--- src/rtl/load_store_unit.sv ---
// Data-memory load/store unit: single-outstanding req/ack bus master with
// RV32I lane steering, load extension, alignment checks and a bus timeout.
//
// state  | meaning
// IDLE   | waiting for mem_read/mem_write from decode
// ACCESS | bus_req asserted, waiting for bus_ack or timeout
// RESP   | one-cycle done pulse with result and fault flags
module load_store_unit #(
    parameter int TIMEOUT = 255
) (
    input  logic        clk,
    input  logic        rst_n,
    input  logic        mem_read,
    input  logic        mem_write,
    input  logic [2:0]  funct3,
    input  logic [31:0] addr,
    input  logic [31:0] store_data,
    output logic [31:0] load_data,
    output logic        done,
    output logic        stall,
    output logic        misaligned,
    output logic        access_fault,
    output logic        bus_req,
    output logic        bus_we,
    output logic [31:0] bus_addr,
    output logic [31:0] bus_wdata,
    output logic [3:0]  bus_wstrb,
    input  logic        bus_ack,
    input  logic [31:0] bus_rdata
);

    typedef enum logic [1:0] {
        IDLE   = 2'd0,
        ACCESS = 2'd1,
        RESP   = 2'd2
    } state_t;

    localparam int CW = (TIMEOUT > 1) ? $clog2(TIMEOUT + 1) : 1;
    localparam logic [CW-1:0] TO_LAST = (TIMEOUT > 0) ? CW'(TIMEOUT - 1) : '0;

    state_t         state;
    state_t         state_nxt;
    logic           req_any;
    logic           enc_ok;
    logic           algn_ok;
    logic           req_ok;
    logic [2:0]     f3_q;
    logic [1:0]     alo_q;
    logic           wr_q;
    logic [CW-1:0]  to_cnt;
    logic           to_hit;
    logic [31:0]    wdata_nxt;
    logic [3:0]     wstrb_nxt;
    logic [7:0]     ld_byte;
    logic [15:0]    ld_half;
    logic [31:0]    ld_ext;

    // a simultaneous read and write is treated as a write
    assign req_any = mem_read | mem_write;

    // last ACCESS cycle allowed without an ack; TIMEOUT=0 never fires
    assign to_hit = (TIMEOUT != 0) && !bus_ack && (to_cnt == TO_LAST);

    // legality of funct3 for the requested op and natural alignment
    always_comb begin
        enc_ok  = 1'b0;
        algn_ok = 1'b0;
        case (funct3)
            3'b000: begin enc_ok = 1'b1;       algn_ok = 1'b1;              end
            3'b001: begin enc_ok = 1'b1;       algn_ok = ~addr[0];          end
            3'b010: begin enc_ok = 1'b1;       algn_ok = (addr[1:0] == 2'b00); end
            3'b100: begin enc_ok = ~mem_write; algn_ok = 1'b1;              end
            3'b101: begin enc_ok = ~mem_write; algn_ok = ~addr[0];          end
            default: ;
        endcase
        req_ok = enc_ok & algn_ok;
    end

    // store data replication and byte strobes
    always_comb begin
        wdata_nxt = store_data;
        wstrb_nxt = 4'b1111;
        case (funct3[1:0])
            2'b00: begin
                wdata_nxt = {4{store_data[7:0]}};
                wstrb_nxt = 4'b0001 << addr[1:0];
            end
            2'b01: begin
                wdata_nxt = {2{store_data[15:0]}};
                wstrb_nxt = 4'b0011 << {addr[1], 1'b0};
            end
            default: ;
        endcase
    end

    // lane select from the read word and sign/zero extension
    always_comb begin
        ld_byte = bus_rdata[7:0];
        case (alo_q)
            2'b01:   ld_byte = bus_rdata[15:8];
            2'b10:   ld_byte = bus_rdata[23:16];
            2'b11:   ld_byte = bus_rdata[31:24];
            default: ;
        endcase
        ld_half = alo_q[1] ? bus_rdata[31:16] : bus_rdata[15:0];
        case (f3_q)
            3'b000:  ld_ext = {{24{ld_byte[7]}}, ld_byte};
            3'b001:  ld_ext = {{16{ld_half[15]}}, ld_half};
            3'b100:  ld_ext = {24'h0, ld_byte};
            3'b101:  ld_ext = {16'h0, ld_half};
            default: ld_ext = bus_rdata;
        endcase
    end

    // state register
    always_ff @(posedge clk or negedge rst_n) begin
        if (!rst_n) state <= IDLE;
        else        state <= state_nxt;
    end

    // next-state logic
    always_comb begin
        state_nxt = state;
        case (state)
            IDLE:    if (req_any) state_nxt = req_ok ? ACCESS : RESP;
            ACCESS:  if (bus_ack || to_hit) state_nxt = RESP;
            RESP:    state_nxt = IDLE;
            default: state_nxt = IDLE;
        endcase
    end

    // pipeline hold: released in RESP so decode advances on that edge
    always_comb begin
        stall = 1'b0;
        if ((state == IDLE && req_any) || state == ACCESS) stall = 1'b1;
    end

    // registered bus master outputs, captured request and result
    always_ff @(posedge clk or negedge rst_n) begin
        if (!rst_n) begin
            load_data    <= '0;
            done         <= 1'b0;
            misaligned   <= 1'b0;
            access_fault <= 1'b0;
            bus_req      <= 1'b0;
            bus_we       <= 1'b0;
            bus_addr     <= '0;
            bus_wdata    <= '0;
            bus_wstrb    <= '0;
            f3_q         <= '0;
            alo_q        <= '0;
            wr_q         <= 1'b0;
            to_cnt       <= '0;
        end else begin
            done         <= 1'b0;
            misaligned   <= 1'b0;
            access_fault <= 1'b0;
            case (state)
                IDLE: begin
                    if (req_any) begin
                        f3_q  <= funct3;
                        alo_q <= addr[1:0];
                        wr_q  <= mem_write;
                        if (req_ok) begin
                            bus_req   <= 1'b1;
                            bus_we    <= mem_write;
                            bus_addr  <= {addr[31:2], 2'b00};
                            bus_wdata <= mem_write ? wdata_nxt : 32'h0;
                            bus_wstrb <= mem_write ? wstrb_nxt : 4'h0;
                            to_cnt    <= '0;
                        end else begin
                            done       <= 1'b1;
                            misaligned <= 1'b1;
                            load_data  <= '0;
                        end
                    end
                end
                ACCESS: begin
                    if (bus_ack) begin
                        bus_req   <= 1'b0;
                        done      <= 1'b1;
                        load_data <= wr_q ? 32'h0 : ld_ext;
                    end else if (to_hit) begin
                        bus_req      <= 1'b0;
                        done         <= 1'b1;
                        access_fault <= 1'b1;
                        load_data    <= '0;
                    end else begin
                        to_cnt <= to_cnt + 1'b1;
                    end
                end
                default: ;
            endcase
        end
    end

endmodule

--- config.mk ---
export PLATFORM = sky130hd
export DESIGN_NAME = load_store_unit
export DESIGN_NICKNAME = d
export VERILOG_FILES = /design/src/rtl/load_store_unit.sv
export SDC_FILE = /design/constraint.sdc
export NUM_CORES = 1
export LEC_CHECK = 0
export CORE_MARGIN = 8
export CORE_UTILIZATION = 44
export DETAILED_ROUTE_END_ITERATION = 16
export HOLD_SLACK_MARGIN = 0.12
export PLACE_DENSITY = 0.8
export SYNTH_ARGS = -nofsm -noshare
export SYNTH_HDL_FRONTEND = slang
export SYNTH_SLANG_ARGS = --single-unit
--- constraint.sdc ---
create_clock -name clk -period 2.13 [get_ports clk]
set_input_delay 0.213 -clock clk [delete_from_list [all_inputs] [get_ports clk]]
set_output_delay 0.213 -clock clk [all_outputs]
set_load 0.05 [all_outputs]
== After elaboration in Yosys (flattened, before gate mapping) ==
Cells that the tools add are included.
Operators by class
  $add $sub $neg: 1
  bitwise operators: 4
  shift-type cells: 2
  reductions and logical operators: 21
  equality and inequality tests: 20
  muxes and demuxes: 38
Operator list (count)
  32-bit 2-to-1 mux: 6
  32-bit one-hot mux with 2 select lines: 2
  32-bit one-hot mux with 4 select lines: 1
  8-bit 2-to-1 mux: 4
  8-bit one-hot mux with 3 select lines: 1
  16-bit 2-to-1 mux: 1
  8-bit one-hot mux with 2 select lines: 1
  3-bit equality test (second input constant): 4
  1-bit 2-to-1 mux: 12
  2-bit inequality test (second input constant): 6
  8-bit by 1-bit adder with 8-bit output (second input constant): 1
  8-bit equality test (second input constant): 1
  4-bit one-hot mux with 2 select lines: 1
  4-bit AND reduction: 2
  2-bit by 1-bit equality test with 1-bit output (second input constant): 3
  3-bit by 1-bit equality test with 1-bit output (second input constant): 2
  2-bit logical NOT: 3
  3-bit logical NOT: 2
  2-bit 2-to-1 mux: 3
  1-bit one-hot mux with 2 select lines: 3
  2-bit OR reduction: 3
  5-bit AND reduction: 1
  2-bit equality test (second input constant): 2
  4-bit 2-to-1 mux: 1
  other kinds (16): 20
Storage, ports and cells
  register bits: 119
  output and inout port bits: 106
  logic and storage cells: 100

== Depth between registers and ports, before layout ==
Gate-level depths: netlist of run 1.
  word-level depth: 7
  depth in mapped cells: 7

== Worst setup path after synthesis of run 1 ==
OpenSTA, ideal clock, no wires.
  path type: register to register
  from: register to_cnt[0]
  to: register load_data[30]
  clock period less this slack: 1.836 ns
  stages on the path, launching flop included: 8
  arrival: 1.710 ns
  setup slack: 0.294 ns
  setup time: 0.126 ns
  cells stage by stage: dfrtp_1 inv_1 ha_1 nand4_1 o21ai_2 a21oi_4 buf_6 a221o_1
Between the ends
  longest elaborated chain between the ends: 4
Ends and longest elaborated chain
  start: declaration: RTL line 50  | logic [CW-1:0] to_cnt;
  start signal: assignment: RTL line 189  | to_cnt <= to_cnt + 1'b1;
  8-bit equality test: RTL line 62  | assign to_hit = (TIMEOUT != 0) && !bus_ack && (to_cnt == TO_LAST);
  1-bit logical AND: RTL line 62
  3-bit inequality test (no line)
  4-bit AND reduction (no line)
  end signal: assignment: RTL line 182  | load_data <= wr_q ? 32'h0 : ld_ext;
  end: declaration: RTL line 18  | output logic [31:0] load_data,
Every way passes these cells.
A chain may end at the register's enable or synchronous reset.

== Final worst setup path of run 1 ==
  from: register to_cnt[0]
  to: register load_data[31]
The elaborated chain is that of the path after synthesis.

==> results of run 1 <==
[worst max-delay path: cells and delay by family (launching register included)]
kind,cells,cell delay (ns)
compound gates,3,0.74
flops,1,0.42
buf+inv,2,0.26
simple gates,1,0.22
fa+ha+maj,1,0.16
[logic make-up (layout without fill, tap and decap cells)]
| kind of cell | after synthesis | after routing |
|---|---|---|
| AO/OA/AOI/OAI | 133 | 133 |
| multiplexers | 70 | 70 |
| flip-flops | 119 | 119 |
| AND/OR/NAND/NOR | 112 | 112 |
| adder cells (fa/ha/maj) | 2 | 2 |
| XOR/XNOR | 2 | 2 |
| other | 1 | 2 |
| buffers and inverters | 38 | 273 |
[metal layers]
layer / routed length [um] / share of wire / vias up
met2: 8330 / 0.47 / 240
met5: 0 / 0 / -
met3: 2260 / 0.13 / 27
li1: - / - / 2191
met4: 371 / 0.021 / 0
met1: 6800 / 0.38 / 2377
[cell type report]
type | instances | area [um^2]
Clock buffer | 27 | 493
Clock inverter | 4 | 20.0
Fill cell | 929 | 3690
Inverter | 6 | 22.5
Multi-Input combinational cell | 321 | 2350
Sequential cell | 119 | 2980
Tap cell | 168 | 210
Timing Repair Buffer | 236 | 2350
[per-stage QoR]
stage / total power, mW / hold WS (ns) / worst slack (ns) / std cells / setup TNS [ns]
2_1_floorplan: 7.94 / -0.0826 / 0.294 / 478 / 0
3_3_place_gp: 10.4 / 0.243 / -0.0295 / 849 / -1.03
3_5_place_dp: 10.6 / 0.249 / -0.110 / 849 / -4.59
4_1_cts: 13.1 / 0.359 / 0.0975 / 881 / 0
5_1_grt: 13.7 / 0.379 / 0.0632 / 881 / 0
6_report: 13.0 / 0.346 / 0.194 / 881 / 0
[sequential cells by signal, indices dropped and copies added (netlist names)]
register / count
alo_q: 2
bus_wstrb: 4
bus_addr: 30
bus_we: 1
wr_q: 1
access_fault: 1
f3_q: 3
load_data: 32
state: 2
bus_req: 1
misaligned: 1
done: 1
bus_wdata: 32
to_cnt: 8
[path summary, 6_finish.rpt]
check | from | endpoint | cells past startpoint | slack [ns]
worst max-delay path | to_cnt[0] | load_data[31] | 7 | 0.19
worst min-delay path | rst_n | load_data[8] | 2 | 0.35
worst max register to register | to_cnt[0] | load_data[31] | 7 | 0.19
worst min register to register | bus_wdata[13] | bus_wdata[13] | 2 | 0.48
max in group asynchronous | rst_n | bus_addr[14] | 3 | 1.09
min in group clk | addr[29] | bus_addr[29] | 2 | 0.39
[power by group through the flow]
stage	Sequential [mW]	Clock, mW	Combinational (mW)
after floorplan	6.25	0	1.69
after global placement	3.64	0	6.77
after detailed placement	3.70	0	6.88
after CTS	3.68	2.55	6.91
after global routing	3.79	2.66	7.21
final	3.67	2.50	6.86
[synthesized netlist by cell type (10+ instances only)]
cell type and n:
a22o_1 17, nor2_1 19, clkbuf_1 16, mux2i_1 33
a21oi_1 30, a221o_1 16, o21ai_0 31, nand2_1 45
buf_2 10, dfrtp_1 119, nor2b_1 11, mux2_1 29
[what timing repair did]
item                                    CTS  global route
endpoints found under the hold margin    42             0
gates resized for setup                   0             1
hold buffers                              1             0
endpoints found under the setup margin    0             7
==> results.yml, run 1 <==
power_and_ir_drop:
  leakage_nw: 3.65
  p_switching_mw: 5.92
  internal_power_mw: 7.12
  p_seq_frac: 0.282
  comb_power_share: 0.526
  p_clk_frac: 0.192
  p_sw_frac: 0.454
  powerDensity_nw_per_um2: 1550
  ir_drop_v: 0.000974
synth:
  ys_ff_latch: 119
  synth_fa_ha_area_frac: 0.00456
  ys_types: 53
  avgSynthCellArea_um2: 11.5
  synth-edff-count: 0
  synth.area.mux_share: 0.138
  synth_flop_cell: "dfrtp_1"
  synth.yosys.seq_area_share: 0.543
  synth_warnings: 0
  synthesis.area_um2: 5480
  synth_top_area_cell: "dfrtp_1"
  synth_top_area_share: 0.543
  async_reset_ff_frac: 1.00
  synthCells: 477
  netlist_top_cells_area: "dfrtp_1, mux2i_1, mux2_1"
  synth_xor_area_frac: 0.00319
  synth_top_family_by_area: "compound AO/OA/AOI/OAI gates"
  synth_simple_gate_area_share: 0.107
  synth_compound_area_frac: 0.170
floorplanning:
  die_w_um: 128
  io-pin-count: 210
  fp.coreArea_um2: 12100
  dieHeight_um: 128
  core.rowCount: 40
  dieArea_um2: 16300
  initial_core_util: 0.453
status:
  status: "completed"
routing:
  drtIter0Drc: 379
  wl_per_cell_um: 20.2
  vias: 4835
  ant_nets: 0
  drc_errors: 0
  dr.pass1.iters: 5
  drt_wl_total_um: 17800
  viasPerCell: 5.49
clock_tree:
  clk_latency_ns: 0.41
  cts_tree: "built"
  cts_root_buf: "clkbuf_16"
  postCtsSetupBuffers: 0
  cts_buffers: 17
  cts_htree_levels: 4
  clkTransAtPathRegs_ns: 0.05
  clock-sinks: 119
  clock_path_buffers: 2
layout:
  fin_nets: 807
  diodes: 0
  fin_area_um2: 8420
  syn_to_final_growth_pct: 53.6
  layout_commonest_cell: "clkdlybuf4s50_1"
  final_cell_mix: "clkdlybuf4s50_1, dfrtp_1, nand2_1"
  fin_util: 0.695
  drive_gt1_frac: 0.104
setup_path:
  cp.required_ns: 2.42
  worstPathArrival_ns: 2.22
  cpMaxStageDelayCell: "dfrtp_1"
  crit_fanout: 32
  start_kind: "flip-flop"
  slowest_delay_ns: 0.42
  crit_chain: "inv_1 > ha_1 > nand4_1 > o21ai_2 > a21oi_4 > buf_12 > a221o_1"
  crit_type: "reg2reg"
  cp-end-kind: "flip-flop"
run:
  maxCapViolations: 0
placed_design:
  portBuffers: 207
  dpl_cell_area_um2: 7890
  routabilityCongestion: 0.860
  dp.final_hpwl_um: 13300
worst_hold_path:
  min_path_type: "in2async"
sta:
  period_needed_ns: 1.94
  timing.final.crit_share: 0.909
  fmax_mhz: 517
  rsz0062_at_grt: "false"
  tightest_slew_ns: 0.998
  final-hold-violation-count: 0
  skew_ns: 0.00593
  setup_viol: 0
  max_slew_margin: 0.332
  slew_violations: 0
grt:
  use_met2: 0.357
  grt_start_max_net_pins: 72
  grt_usage: 0.223
  grt_pass1_wl_um: 28200
  antenna_found_initial: 0
  grt.overflow.total: 0
  grt_use_met1: 0.249
  use_met3: 0.114
  top_usage_layer: "met2"
  grt_pass1_vias: 5207
Power figures use the tool's default switching activity.
==> run 2, diff against run 1 <==
--- a/config.mk
+++ b/config.mk
@@ -5,11 +5,14 @@
 export SDC_FILE = /design/constraint.sdc
 export NUM_CORES = 1
 export LEC_CHECK = 0
+export CAP_MARGIN = 20
+export CELL_PAD_IN_SITES_DETAIL_PLACEMENT = 0
+export CELL_PAD_IN_SITES_GLOBAL_PLACEMENT = 1
 export CORE_MARGIN = 8
-export CORE_UTILIZATION = 44
+export CORE_UTILIZATION = 36
 export DETAILED_ROUTE_END_ITERATION = 16
 export HOLD_SLACK_MARGIN = 0.12
-export PLACE_DENSITY = 0.8
+export PLACE_DENSITY_LB_ADDON = 0.1
 export SYNTH_ARGS = -nofsm -noshare
 export SYNTH_HDL_FRONTEND = slang
 export SYNTH_SLANG_ARGS = --single-unit
==> constraint.sdc (replaced) <==
create_clock -name clk -period 2.3 [get_ports clk]
set_input_delay 0.23 -clock clk [delete_from_list [all_inputs] [get_ports clk]]
set_output_delay 0.23 -clock clk [all_outputs]
set_load 0.05 [all_outputs]
==> results.yml, run 2 (synthesis results as in run 1) <==
sta:
  worst_slack_ns: 0.351
  rsz0062_at_grt: "false"
  fmax_mhz: 513
  fin_tns_setup_ns: 0
  setup_viol: 0
  skew_ns: 0.00445
  slew_violations: 0
  period_needed_ns: 1.95
  final-hold-violation-count: 0
  max_slew_margin: 0.340
  tightest_slew_ns: 0.989
  timing.final.crit_share: 0.847
grt:
  use_met2: 0.280
  grt.overflow.total: 0
  antenna_found_initial: 0
  top_usage_layer: "met2"
  grt_start_max_net_pins: 77
  use_met3: 0.0592
  grt_pass1_wl_um: 26800
  grt_pass1_vias: 4713
  grt_use_met1: 0.216
  grt_usage: 0.175
setup_path:
  crit_type: "reg2reg"
  cp.required_ns: 2.65
  start_kind: "flip-flop"
  worstPathArrival_ns: 2.29
  crit_fanout: 23
  cp-end-kind: "flip-flop"
routing:
  drt_wl_total_um: 16800
  dr.pass1.iters: 4
  ant_nets: 0
  drc_errors: 0
  drtIter0Drc: 240
  wl_per_cell_um: 18.7
  vias: 4551
  viasPerCell: 5.07
clock_tree:
  cts_htree_levels: 4
  clock-sinks: 119
  cts_root_buf: "clkbuf_16"
  ctsResizeCount: 0
  cts_buffers: 17
  clkTransAtPathRegs_ns: 0.05
  cts-hold-fix-buffers: 1
  postCtsSetupBuffers: 0
  cts_tree: "built"
  clk_latency_ns: 0.41
  clock_path_buffers: 2
layout:
  layout_commonest_cell: "clkdlybuf4s50_1"
  reg_top3: "bus_wdata: 32 flops, load_data: 32 flops, bus_addr: 30 flops"
  fin_nets: 802
  n_fill_cell: 1276
  diodes: 0
  syn_to_final_growth_pct: 55.2
  drive_gt1_frac: 0.104
  fin_util: 0.566
  final_cell_mix: "clkdlybuf4s50_1, dfrtp_1, nand2_1"
power_and_ir_drop:
  ir_drop_v: 0.000752
  leakage_nw: 3.66
  powerDensity_nw_per_um2: 1460
  finalPower_mw: 12.4
placed_design:
  portBuffers: 207
  routabilityCongestion: 0.799
  dp_slack_ns: 0.0534
  dp.final_hpwl_um: 12700
status:
  status: "completed"
floorplanning:
  core.rowCount: 45
  dieHeight_um: 139
  die_w_um: 139
  initial_core_util: 0.365
  dieArea_um2: 19400
  io-pin-count: 210
  fp.coreArea_um2: 15000
worst_hold_path:
  min_path_type: "in2async"
run:
  maxCapViolations: 0
## run 2: power breakdown
part / internal, mW / switching (mW)
registers: 2.88 / 0.526
clock network: 1.77 / 0.966
logic: 2.27 / 3.99
total: 6.91 / 5.48
## run 2: path summary, 6_finish.rpt
| check | startpoint | endpoint | slack (ns) | depth (start not counted) |
|---|---|---|---|---|
| setup / recovery | alo_q[1] | load_data[31] | 0.35 | 4 |
| hold reg to reg | bus_wstrb[0] | bus_wstrb[0] | 0.48 | 2 |
| max in group asynchronous | rst_n | bus_wdata[24] | 1.21 | 3 |
| min in group clk | addr[22] | bus_addr[22] | 0.40 | 2 |
| setup reg to reg | alo_q[1] | load_data[31] | 0.35 | 4 |
| hold / removal | rst_n | bus_addr[9] | 0.31 | 2 |
## run 2: cell type report
class / count / area (um^2) / area share
Clock inverter: 10 / 144 / 0.0169
Clock buffer: 22 / 464 / 0.0546
Timing Repair Buffer: 231 / 2320 / 0.273
Tap cell: 188 / 235 / 0.0277
Sequential cell: 119 / 2980 / 0.350
Multi-Input combinational cell: 321 / 2340 / 0.275
Inverter: 6 / 22.5 / 0.00265
## run 2: layer usage
| layer | vias to the layer above | part of all wire | wire length, um |
|---|---|---|---|
| met5 | - | 0 | 0 |
| met4 | 0 | 0.012 | 208 |
| met3 | 18 | 0.071 | 1200 |
| met2 | 134 | 0.49 | 8140 |
| met1 | 2215 | 0.43 | 7220 |
| li1 | 2184 | - | - |
## run 2: critical path: stages (launching register included)
cell,delay (ns)
dfrtp_1,0.37
buf_4,0.30
mux2i_1,0.14
a211oi_2,0.85
a221o_1,0.22
## run 2: through the flow
stage | hold slack [ns] | cells | area (um^2)
finish | 0.305 | 897 | 8510
global route | 0.338 | 897 | 8510
CTS | 0.316 | 897 | 8510
detailed placement | 0.218 | 864 | 7890
global placement | 0.210 | 864 | 7890
floorplan | -0.0656 | 478 | 5490
